===== config.mk =====
export PLATFORM = sky130hd
export DESIGN_NAME = and_vector_driver
export DESIGN_NICKNAME = d
export VERILOG_FILES = /design/src/rtl/and_vector_driver.sv
export SDC_FILE = /design/constraint.sdc
export NUM_CORES = 1
export LEC_CHECK = 0
export CAP_MARGIN = 20
export CORE_AREA = 2 2 39 41
export DETAILED_ROUTE_END_ITERATION = 12
export DIE_AREA = 0 0 41 43
export GPL_ROUTABILITY_DRIVEN = 1
export GPL_TIMING_DRIVEN = 0
export PLACE_DENSITY = 0.75
export SETUP_SLACK_MARGIN = 0.5
export SLEW_MARGIN = 0
export SYNTH_ARGS = -nofsm -noshare
export SYNTH_HDL_FRONTEND = slang
export SYNTH_SLANG_ARGS = --single-unit
export TNS_END_PERCENT = 20

===== constraint.sdc =====
create_clock -name clk -period 3.71 [get_ports clk]
set_input_delay 1.113 -clock clk [delete_from_list [all_inputs] [get_ports clk]]
set_output_delay 1.113 -clock clk [all_outputs]
set_load 0.02 [all_outputs]

===== src/rtl/and_vector_driver.sv =====
// -----------------------------------------------------------------------------
// and_vector_driver
//
// Stimulus and check stage for a zero-latency AND block (out = a & b).
// On start the block walks every (a,b) operand pair in order. Each pair is held
// for HOLD cycles. On the last hold cycle the block compares dut_out against
// a & b. It counts mismatches into a saturating counter and reports pass/fail
// at the end of the sweep.
//
// Parameters
//   WIDTH  operand width of a, b, dut_out
//   HOLD   cycles each vector is held (>= 1)
//   ERRW   width of err_cnt; the counter saturates at all-ones
//
// Ports
//   clk        in   rising-edge clock
//   rst        in   asynchronous, active-high reset
//   start      in   begin a sweep; only honoured in IDLE
//   dut_out    in   output of the AND block under test
//   a, b       out  registered operands, {a,b} == vec_idx
//   vec_valid  out  a/b carry a live vector (DRIVE)
//   vec_idx    out  index of the current vector
//   busy       out  sweep in progress (DRIVE)
//   done       out  one-cycle pulse at end of sweep
//   pass       out  last sweep had zero mismatches; held until next start
//   err_cnt    out  mismatch count of current/last sweep
// -----------------------------------------------------------------------------
module and_vector_driver #(
  parameter int unsigned WIDTH = 1,
  parameter int unsigned HOLD  = 1,
  parameter int unsigned ERRW  = 4
) (
  input  logic                 clk,
  input  logic                 rst,
  input  logic                 start,
  input  logic [WIDTH-1:0]     dut_out,
  output logic [WIDTH-1:0]     a,
  output logic [WIDTH-1:0]     b,
  output logic                 vec_valid,
  output logic [2*WIDTH-1:0]   vec_idx,
  output logic                 busy,
  output logic                 done,
  output logic                 pass,
  output logic [ERRW-1:0]      err_cnt
);

  localparam int unsigned VW = 2 * WIDTH;
  localparam int unsigned HW = (HOLD > 1) ? $clog2(HOLD) : 1;
  localparam logic [HW-1:0] HOLD_LAST = HW'(HOLD - 1);
  localparam logic [VW-1:0] IDX_LAST  = '1;

  typedef enum logic [1:0] {
    S_IDLE,
    S_DRIVE,
    S_DONE
  } state_t;

  state_t          state;
  state_t          state_nxt;
  logic [HW-1:0]   hold_cnt;
  logic            last_hold;
  logic            last_vec;
  logic            mismatch;
  logic [ERRW-1:0] err_upd;

  // The operands are the two halves of the registered vector index, so a/b
  // are registered and the sweep order is {a,b} = 0 .. 2**(2W)-1.
  assign a = vec_idx[VW-1:WIDTH];
  assign b = vec_idx[WIDTH-1:0];

  assign last_hold = (hold_cnt == HOLD_LAST);
  assign last_vec  = (vec_idx == IDX_LAST);
  assign mismatch  = (dut_out != (a & b));

  // The error count after this cycle's compare. It saturates at all-ones.
  // The pass decision uses this value, so that the final vector's compare
  // is included.
  always_comb begin
    err_upd = err_cnt;
    if (mismatch && (err_cnt != '1)) begin
      err_upd = err_cnt + 1'b1;
    end
  end

  // State register
  always_ff @(posedge clk or posedge rst) begin
    if (rst) begin
      state <= S_IDLE;
    end else begin
      state <= state_nxt;
    end
  end

  // Next-state logic
  always_comb begin
    state_nxt = state;
    case (state)
      S_IDLE:  if (start) state_nxt = S_DRIVE;
      S_DRIVE: if (last_hold && last_vec) state_nxt = S_DONE;
      S_DONE:  state_nxt = S_IDLE;
      default: state_nxt = S_IDLE;
    endcase
  end

  // State-decoded outputs
  always_comb begin
    vec_valid = 1'b0;
    busy      = 1'b0;
    done      = 1'b0;
    case (state)
      S_DRIVE: begin
        vec_valid = 1'b1;
        busy      = 1'b1;
      end
      S_DONE:  done = 1'b1;
      default: ;
    endcase
  end

  // Sweep datapath: vector index, hold counter, error counter, pass flag
  always_ff @(posedge clk or posedge rst) begin
    if (rst) begin
      vec_idx  <= '0;
      hold_cnt <= '0;
      err_cnt  <= '0;
      pass     <= 1'b0;
    end else begin
      case (state)
        S_IDLE: begin
          if (start) begin
            vec_idx  <= '0;
            hold_cnt <= '0;
            err_cnt  <= '0;
            pass     <= 1'b0;
          end
        end
        S_DRIVE: begin
          if (last_hold) begin
            err_cnt <= err_upd;
            if (last_vec) begin
              // The index stays on the last vector through DONE.
              pass <= (err_upd == '0);
            end else begin
              vec_idx  <= vec_idx + 1'b1;
              hold_cnt <= '0;
            end
          end else begin
            hold_cnt <= hold_cnt + 1'b1;
          end
        end
        default: ;
      endcase
    end
  end

endmodule


---- Word-level counts from Yosys, hierarchy flattened ----
Index checks and enable logic that the tools add are counted.
operators by class
  add/sub/neg operators ................... 3
  bitwise logic cells ..................... 2
  reduce and logical (&&, ||, !) cells .... 10
  mux-type cells .......................... 19
  equality and inequality tests ........... 10
operator list
  cell                                                  number
  2-to-1 mux 4 bit                                      3
  2-to-1 mux 2 bit                                      5
  inequality test 2 bit (second input constant)         5
  case mux 2 bit (2 select lines)                       2
  case mux 4 bit (2 select lines)                       1
  AND reduction 4 bit                                   2
  2-to-1 mux 1 bit                                      6
  adder 4 x 1 -> 4 bit (second input constant)          1
  equality test 2 bit (second input constant)           2
  zero test 4 bit                                       1
  inequality test 4 bit (second input constant)         1
  case mux 1 bit (2 select lines)                       2
  AND reduction 2 bit                                   2
  AND reduction 3 bit                                   1
  adder 2 x 1 -> 2 bit (second input constant)          1
  equality test 2 x 1 -> 1 bit (second input constant)  1
  logical AND 1 bit                                     2
  zero test 2 bit                                       1
  nonzero test 2 bit                                    1
  adder 1 bit (second input constant)                   1
  bitwise AND 1 bit                                     1
  inequality test 1 bit                                 1
  NOT 1 bit                                             1
word-level totals
  input bits .............................. 4
  logic and storage cells ................. 49
  flip-flop bits (word level) ............. 10

---- Depth between registers and ports, before layout ----
Gate-level depths: netlist (run 1).
  depth after elaboration ................. 8
  gate-level depth with buffers ........... 5
  mapped depth without buffers ............ 5

---- Worst setup path after synthesis (run 1) ----
OpenSTA, ideal clock, no wires.
  path kind ............................... input to register
  start point ............................. input port dut_out
  end point ............................... register err_cnt[1]
  arrival time ............................ 2.077 ns
  library setup time ...................... 0.121 ns
  path slack .............................. 1.512 ns
  stages on the path ...................... 4
  path buffers ............................ 0
  cells stage by stage .................... xor2_2 > and2_4 > mux2_1 > a22o_2
on the way
  cells in the longest elaborated chain, start to end .. 5
ends and longest elaborated chain
  item                             RTL line  source
  start: declaration               36        input logic [WIDTH-1:0] dut_out,
  inequality test 1 bit            73        assign mismatch = (dut_out != (a & b));
  logical AND 1 bit                80        if (mismatch && (err_cnt != '1)) begin
  2-to-1 mux 4 bit                 80
  2-to-1 mux 4 bit                 138       if (last_hold) begin
  case mux 4 bit (2 select lines)  128       case (state)
  end signal: assignment           139       err_cnt <= err_upd;
  end: declaration                 44        output logic [ERRW-1:0] err_cnt
No other way between the ends. The select of a mux whose other input is x is not followed.
A chain may end at the register's enable or synchronous reset.

---- Final worst setup path (run 1) ----
  start point ............................. register state[1]
  end point ............................... output port vec_valid
on the way
  cells in the longest elaborated chain, start to end .. 2
ends and longest elaborated chain
  item                          RTL line  source
  start: declaration            58        state_t state;
  start signal: assignment      90        state <= state_nxt;
  equality test 2 x 1 -> 1 bit  110       case (state)
  2-to-1 mux 1 bit              110
  end: declaration              39        output logic vec_valid,
No other way between the ends.

==> results of run 1 <==
[kinds of logic (layout without fill, tap and decap cells)]
| group | Yosys count | after routing | share of synthesized area |
|---|---|---|---|
| simple gates | 21 | 21 | 0.213 |
| compound gates | 13 | 13 | 0.158 |
| flops | 9 | 9 | 0.412 |
| buf+inv | 9 | 28 | 0.0847 |
| mux | 3 | 3 | 0.0572 |
| fa+ha+maj | 2 | 2 | 0.0458 |
| xor+xnor | 1 | 1 | 0.0298 |
[area by class of cell]
| class | count | area (µm²) | area share |
|---|---|---|---|
| Buffer | 4 | 27.5 | 0.0370 |
| Clock buffer | 4 | 26.3 | 0.0354 |
| Inverter | 5 | 18.8 | 0.0253 |
| Multi-Input combinational cell | 40 | 275 | 0.370 |
| Sequential cell | 9 | 225 | 0.303 |
| Tap cell | 16 | 20.0 | 0.0269 |
| Timing Repair Buffer | 15 | 150 | 0.202 |
[registers in the layout (all words and copies together), names as in the netlist]
name / count
vec_idx: 2
err_cnt: 4
state: 2
pass: 1
[placed cells by master (no fill, tap or decap), drive strengths merged]
| cell | instances |
|---|---|
| a21boi | 1 |
| clkbuf | 4 |
| nor2 | 4 |
| o22ai | 1 |
| o21ai | 1 |
| nand3b | 1 |
| a31oi | 3 |
| o211ai | 1 |
| nand2b | 3 |
| nor2b | 3 |
| nand4 | 2 |
| mux2 | 1 |
| clkdlybuf4s50 | 15 |
| and2 | 2 |
| nand3 | 1 |
| dfrtp | 9 |
| a21oi | 3 |
| nor3 | 1 |
| ha | 2 |
| a22o | 1 |
| o21bai | 1 |
| xor2 | 1 |
| mux2i | 2 |
| nand2 | 3 |
| buf | 4 |
| and2b | 1 |
| o41ai | 1 |
| inv | 5 |
[worst max path at each step]
stage | from | endpoint | slack (ns) | cells after the start
floorplan | dut_out | err_cnt[1] | 1.51 | 4
global placement | dut_out | err_cnt[1] | 0.94 | 5
detailed placement | dut_out | err_cnt[1] | 0.92 | 5
CTS | state[1] | vec_valid | 0.82 | 3
global route | state[1] | vec_valid | 0.74 | 3
finish | state[1] | vec_valid | 0.83 | 3
[critical path: stages, from the launching register on]
cell and delay, ns:
dfrtp_1 0.43, and2b_1 0.35, buf_4 0.15, clkdlybuf4s50_1 0.59
[metrics by stage]
stage               hold slack, ns  std cells
floorplan                    0.543         58
global placement             0.508         89
detailed placement           0.519         89
CTS                          0.533         93
global route                 0.543         93
finish                       0.530         93
[power groups by stage]
stage,Sequential [mW],Clock [mW],Combinational [mW]
CTS,0.191,0.0781,0.450
global placement,0.191,0,0.439
detailed placement,0.193,0,0.448
finish,0.191,0.0770,0.446
global route,0.200,0.0827,0.493
floorplan,0.225,0,0.252
[layer usage]
metal  GRT usage  wire, µm
met1       0.211       501
met2       0.231       528
met3      0.0314        26
met4       0.120        19
met5           0         0
==> impl_metrics.py, run 1 <==
metrics = {
    "run_status": {
        "status": "complete, no violations",
    },
    "clock_network": {
        "cts_sinks": 9,
        "ctsLongestPathBuffers": 2,
        "insertion_delay_ns": 0.26,
        "cts_hold_buffers": 0,
        "cts_buffers": 3,
        "path_clk_slew_ns": 0.06,
        "cts_root_buffer": "clkbuf_4",
        "cts_tree": "done",
        "cts_resized": 0,
        "htree_levels": 1,
        "post-cts-setup-buffers": 0,
    },
    "sta": {
        "drv_slew": 0,
        "rsz0062_at_grt": "no",
        "fin_ws_ns": 0.828,
        "setup_viol": 0,
        "hold_viol": 0,
        "fmax_mhz": 347,
        "finalSetupTns_ns": 0,
        "skew_ns": 0.00305,
        "post-route-period-util": 0.777,
        "slew_headroom": 0.754,
        "tightest_slew_ns": 0.369,
        "min_period_ns": 2.88,
    },
    "pwr": {
        "seq_power_share": 0.267,
        "swShare": 0.430,
        "p_total_mw": 0.713,
        "p_per_area_mw_per_mm2": 959,
        "vdd_drop_max_mv": 0.522,
        "leakagePower_nw": 0.342,
        "power.switching_mw": 0.306,
        "p_int_mw": 0.407,
        "power_frac_clock": 0.108,
        "pwr-share-comb": 0.625,
    },
    "layout": {
        "areaGrowthSynthToFinish_pct": 35.9,
        "antenna_cells": 0,
        "fin_nets": 84,
        "postLayoutCoreUtil": 0.537,
        "stdcell_area_um2": 743,
        "drive_above_1_share": 0.130,
        "nFillCells": 127,
    },
    "placement": {
        "hpwl_um": 835,
        "gp_routability_congestion": 0.728,
        "post_dp_cell_area_um2": 717,
        "post-place-ws_ns": 0.922,
        "port_buffers": 15,
    },
    "synthesis": {
        "synthTopCellsByCount": "dfrtp_1, inv_1, nor2_1",
        "synthMostInstantiatedCell": "dfrtp_1",
        "synth-seq-cells": 9,
        "async_reset_ff_frac": 1.00,
        "synth.largest_area_cell": "dfrtp_1",
        "ys_warn_count": 0,
        "synth_cells": 58,
        "syn_avg_cell_area_um2": 9.43,
        "synth.distinct_cells": 28,
        "synthFlopType": "dfrtp_1",
        "syn_area_um2": 547,
        "syn_nets": 64,
        "yosysTopAreaCellShare": 0.412,
        "synth.area.top_cells": "dfrtp_1, ha_1, buf_4, mux2i_1, a31oi_1",
        "synth_edf_count": 0,
        "seq_area_frac_synth": 0.412,
    },
    "die": {
        "pin_count": 16,
        "die_h_um": 43,
        "core_area_mm2": 0.00138,
        "die_x_um": 41,
        "initial_core_util": 0.395,
        "rows": 14,
        "die_area_mm2": 0.00176,
    },
    "worst_setup_path": {
        "worst-r2r-cell-count": 5,
        "startpoint_type": "flop",
        "ff2ff_setup_slack_ns": 1.81,
        "crit_type": "reg2out",
        "timing.rr.start": "vec_idx[0]",
        "cp_max_fo": 7,
        "required_ns": 2.60,
        "r2r-end": "err_cnt[1]",
        "arrival_ns": 1.77,
        "cp-end-kind": "primary output",
    },
    "global_routing": {
        "antenna_found_initial": 0,
        "grt_pass1_wl_um": 1880,
        "grt_max_degree": 10,
        "grt.overflow.total": 0,
        "grt_pass1_vias": 434,
        "track_usage": 0.164,
    },
    "min_path": {
        "min_path_cells": 2,
        "hold_path_class": "reg2reg",
        "min_from": "pass",
        "hold_end": "pass",
    },
    "drt": {
        "postRouteAntennaNets": 0,
        "num_vias": 468,
        "drcViolationCount": 0,
        "wl_um": 1080,
        "via_per_inst": 5.03,
        "drtIter0Drc": 8,
        "dr.pass1.iters": 4,
        "wl_per_cell_um": 11.6,
    },
    "run": {
        "maxCapViolCount": 0,
    },
}
No activity file was read; power rests on OpenSTA's default activity.
==> inputs of run 2 (changes only) <==
--- a/config.mk
+++ b/config.mk
@@ -6,12 +6,11 @@
 export NUM_CORES = 1
 export LEC_CHECK = 0
 export CAP_MARGIN = 20
-export CORE_AREA = 2 2 39 41
+export CORE_UTILIZATION = 40
 export DETAILED_ROUTE_END_ITERATION = 12
-export DIE_AREA = 0 0 41 43
 export GPL_ROUTABILITY_DRIVEN = 1
 export GPL_TIMING_DRIVEN = 0
-export PLACE_DENSITY = 0.75
+export PLACE_DENSITY = 0.76
 export SETUP_SLACK_MARGIN = 0.5
 export SLEW_MARGIN = 0
 export SYNTH_ARGS = -nofsm -noshare
==> constraint.sdc (replaced) <==
create_clock -name clk -period 2.6 [get_ports clk]
set_input_delay 0.78 -clock clk [delete_from_list [all_inputs] [get_ports clk]]
set_output_delay 0.78 -clock clk [all_outputs]
set_load 0.02 [all_outputs]
==> run 2 against run 1 <==
Against the previous run:
- final cell count did not move
- core utilization rose by 11 points
- non-clock buffer count rose by 2
- die area fell by 14%
==> impl_metrics.py, run 2 (synthesized netlist as in run 1, its figures left out) <==
metrics = {
    "run_status": {
        "status": "complete, no violations",
    },
    "die": {
        "rows": 12,
        "die_area_mm2": 0.00152,
        "die_x_um": 39.0,
        "core_area_mm2": 0.00119,
        "die_h_um": 39.0,
        "pin_count": 16,
        "initial_core_util": 0.461,
    },
    "layout": {
        "antenna_cells": 0,
        "final_common_cell": "clkdlybuf4s50_1",
        "top_register": "err_cnt",
        "fin_nets": 86,
        "reg_top3": "err_cnt (4), state (2), vec_idx (2)",
        "postLayoutCoreUtil": 0.646,
        "drive_above_1_share": 0.177,
        "areaGrowthSynthToFinish_pct": 40.0,
        "final_cell_mix": "clkdlybuf4s50_1, dfrtp_1, inv_1, buf_4, nor2_1",
        "largest_reg_flops": 4,
    },
    "drt": {
        "wl_per_cell_um": 11.7,
        "postRouteAntennaNets": 0,
        "drtIter0Drc": 4,
        "num_vias": 468,
        "via_per_inst": 5.03,
        "dr.pass1.iters": 2,
        "drcViolationCount": 0,
        "wl_um": 1090,
    },
    "global_routing": {
        "grt.overflow.total": 0,
        "grt_pass1_vias": 414,
        "grt_pass1_wl_um": 1810,
        "antenna_found_initial": 0,
        "grt_max_degree": 10,
        "track_usage": 0.186,
    },
    "worst_setup_path": {
        "cp_max_fo": 8,
        "startpoint_type": "flop",
        "arrival_ns": 1.37,
        "crit_type": "reg2out",
        "slowest_stage": "clkdlybuf4s50_1",
        "cp_cell_sequence": "clkdlybuf4s50_1",
        "cp_top_family": "buffers and inverters",
        "critPathMaxStageDelay_ns": 0.65,
        "cp-end-kind": "primary output",
        "critPathBufInv": 1,
        "required_ns": 1.82,
    },
    "clock_network": {
        "cts_root_buffer": "clkbuf_4",
        "htree_levels": 1,
        "ctsLongestPathBuffers": 2,
        "insertion_delay_ns": 0.26,
        "path_clk_slew_ns": 0.06,
        "cts_sinks": 9,
        "cts_buffers": 3,
        "cts_tree": "done",
    },
    "min_path": {
        "hold_path_class": "reg2reg",
    },
    "pwr": {
        "leakagePower_nw": 0.379,
        "p_total_mw": 1.03,
        "p_per_area_mw_per_mm2": 1350,
        "vdd_drop_max_mv": 0.705,
    },
    "sta": {
        "finalSetupTns_ns": 0,
        "hold_viol": 0,
        "drv_slew": 0,
        "post-route-period-util": 0.826,
        "fmax_mhz": 466,
        "tightest_slew_ns": 0.355,
        "slew_headroom": 0.763,
        "skew_ns": 0.000755,
        "fin_ws_ns": 0.453,
        "rsz0062_at_grt": "yes",
        "min_period_ns": 2.15,
        "setup_viol": 0,
    },
    "placement": {
        "hpwl_um": 788,
        "port_buffers": 15,
        "gp_routability_congestion": 0.763,
        "post-place-ws_ns": 0.146,
    },
    "run": {
        "maxCapViolCount": 0,
    },
}
## run 2: changes by cell type in the layout (fill, tap and decap cells not counted), sizes merged
cell | previous run | this run
dlygate4sd2 | 0 | 2
buf | 4 | 6
dlymetal6s2s | 0 | 2
clkbuf | 4 | 5
clkdlybuf4s50 | 15 | 10
## run 2: per-stage QoR
step	hold slack (ns)	instances	instance area [µm²]
2_1_floorplan	0.543	58	547
3_3_place_gp	0.515	87	714
3_5_place_dp	0.518	87	714
4_1_cts	0.532	91	738
5_1_grt	0.569	93	766
6_report	0.538	93	766
## run 2: final timing paths
kind                                  from         end  slack (ns)  cells past startpoint
worst max-delay path            err_cnt[0]  err_cnt[0]        0.45                      1
worst min-delay path                  pass        pass        0.54                      2
worst max register to register  vec_idx[0]  err_cnt[1]        0.78                      5
worst min register to register        pass        pass        0.54                      2
max in group asynchronous              rst  err_cnt[2]        1.55                      2
min in group asynchronous              rst  vec_idx[0]        0.79                      2
## run 2: area by class of cell
| cell class | instances | area (µm²) |
|---|---|---|
| Buffer | 4 | 27.5 |
| Timing Repair Buffer | 17 | 163 |
| Inverter | 5 | 18.8 |
| Multi-Input combinational cell | 40 | 288 |
| Tap cell | 14 | 17.5 |
| Fill cell | 106 | 420 |
| Sequential cell | 9 | 225 |
| Clock buffer | 4 | 26.3 |
## run 2: timing repair
item,4_1_cts,5_1_grt
hold buffers,0,0
pin swaps,0,1
endpoints found under the setup margin,10,10
buffers inserted,0,2
gates resized for setup,4,5
## run 2: report_power, final
part           internal, mW  switching [mW]
combinational         0.325           0.324
sequential            0.202          0.0699
clock                0.0594          0.0526
total                 0.587           0.447
## run 2: metal layers
metal,share of wire,GRT usage,vias to the layer above
met3,0.045,0.0520,2
met5,0,0,-
met1,0.50,0.249,216
li1,-,-,239
met4,0.019,0.129,0
met2,0.44,0.254,11
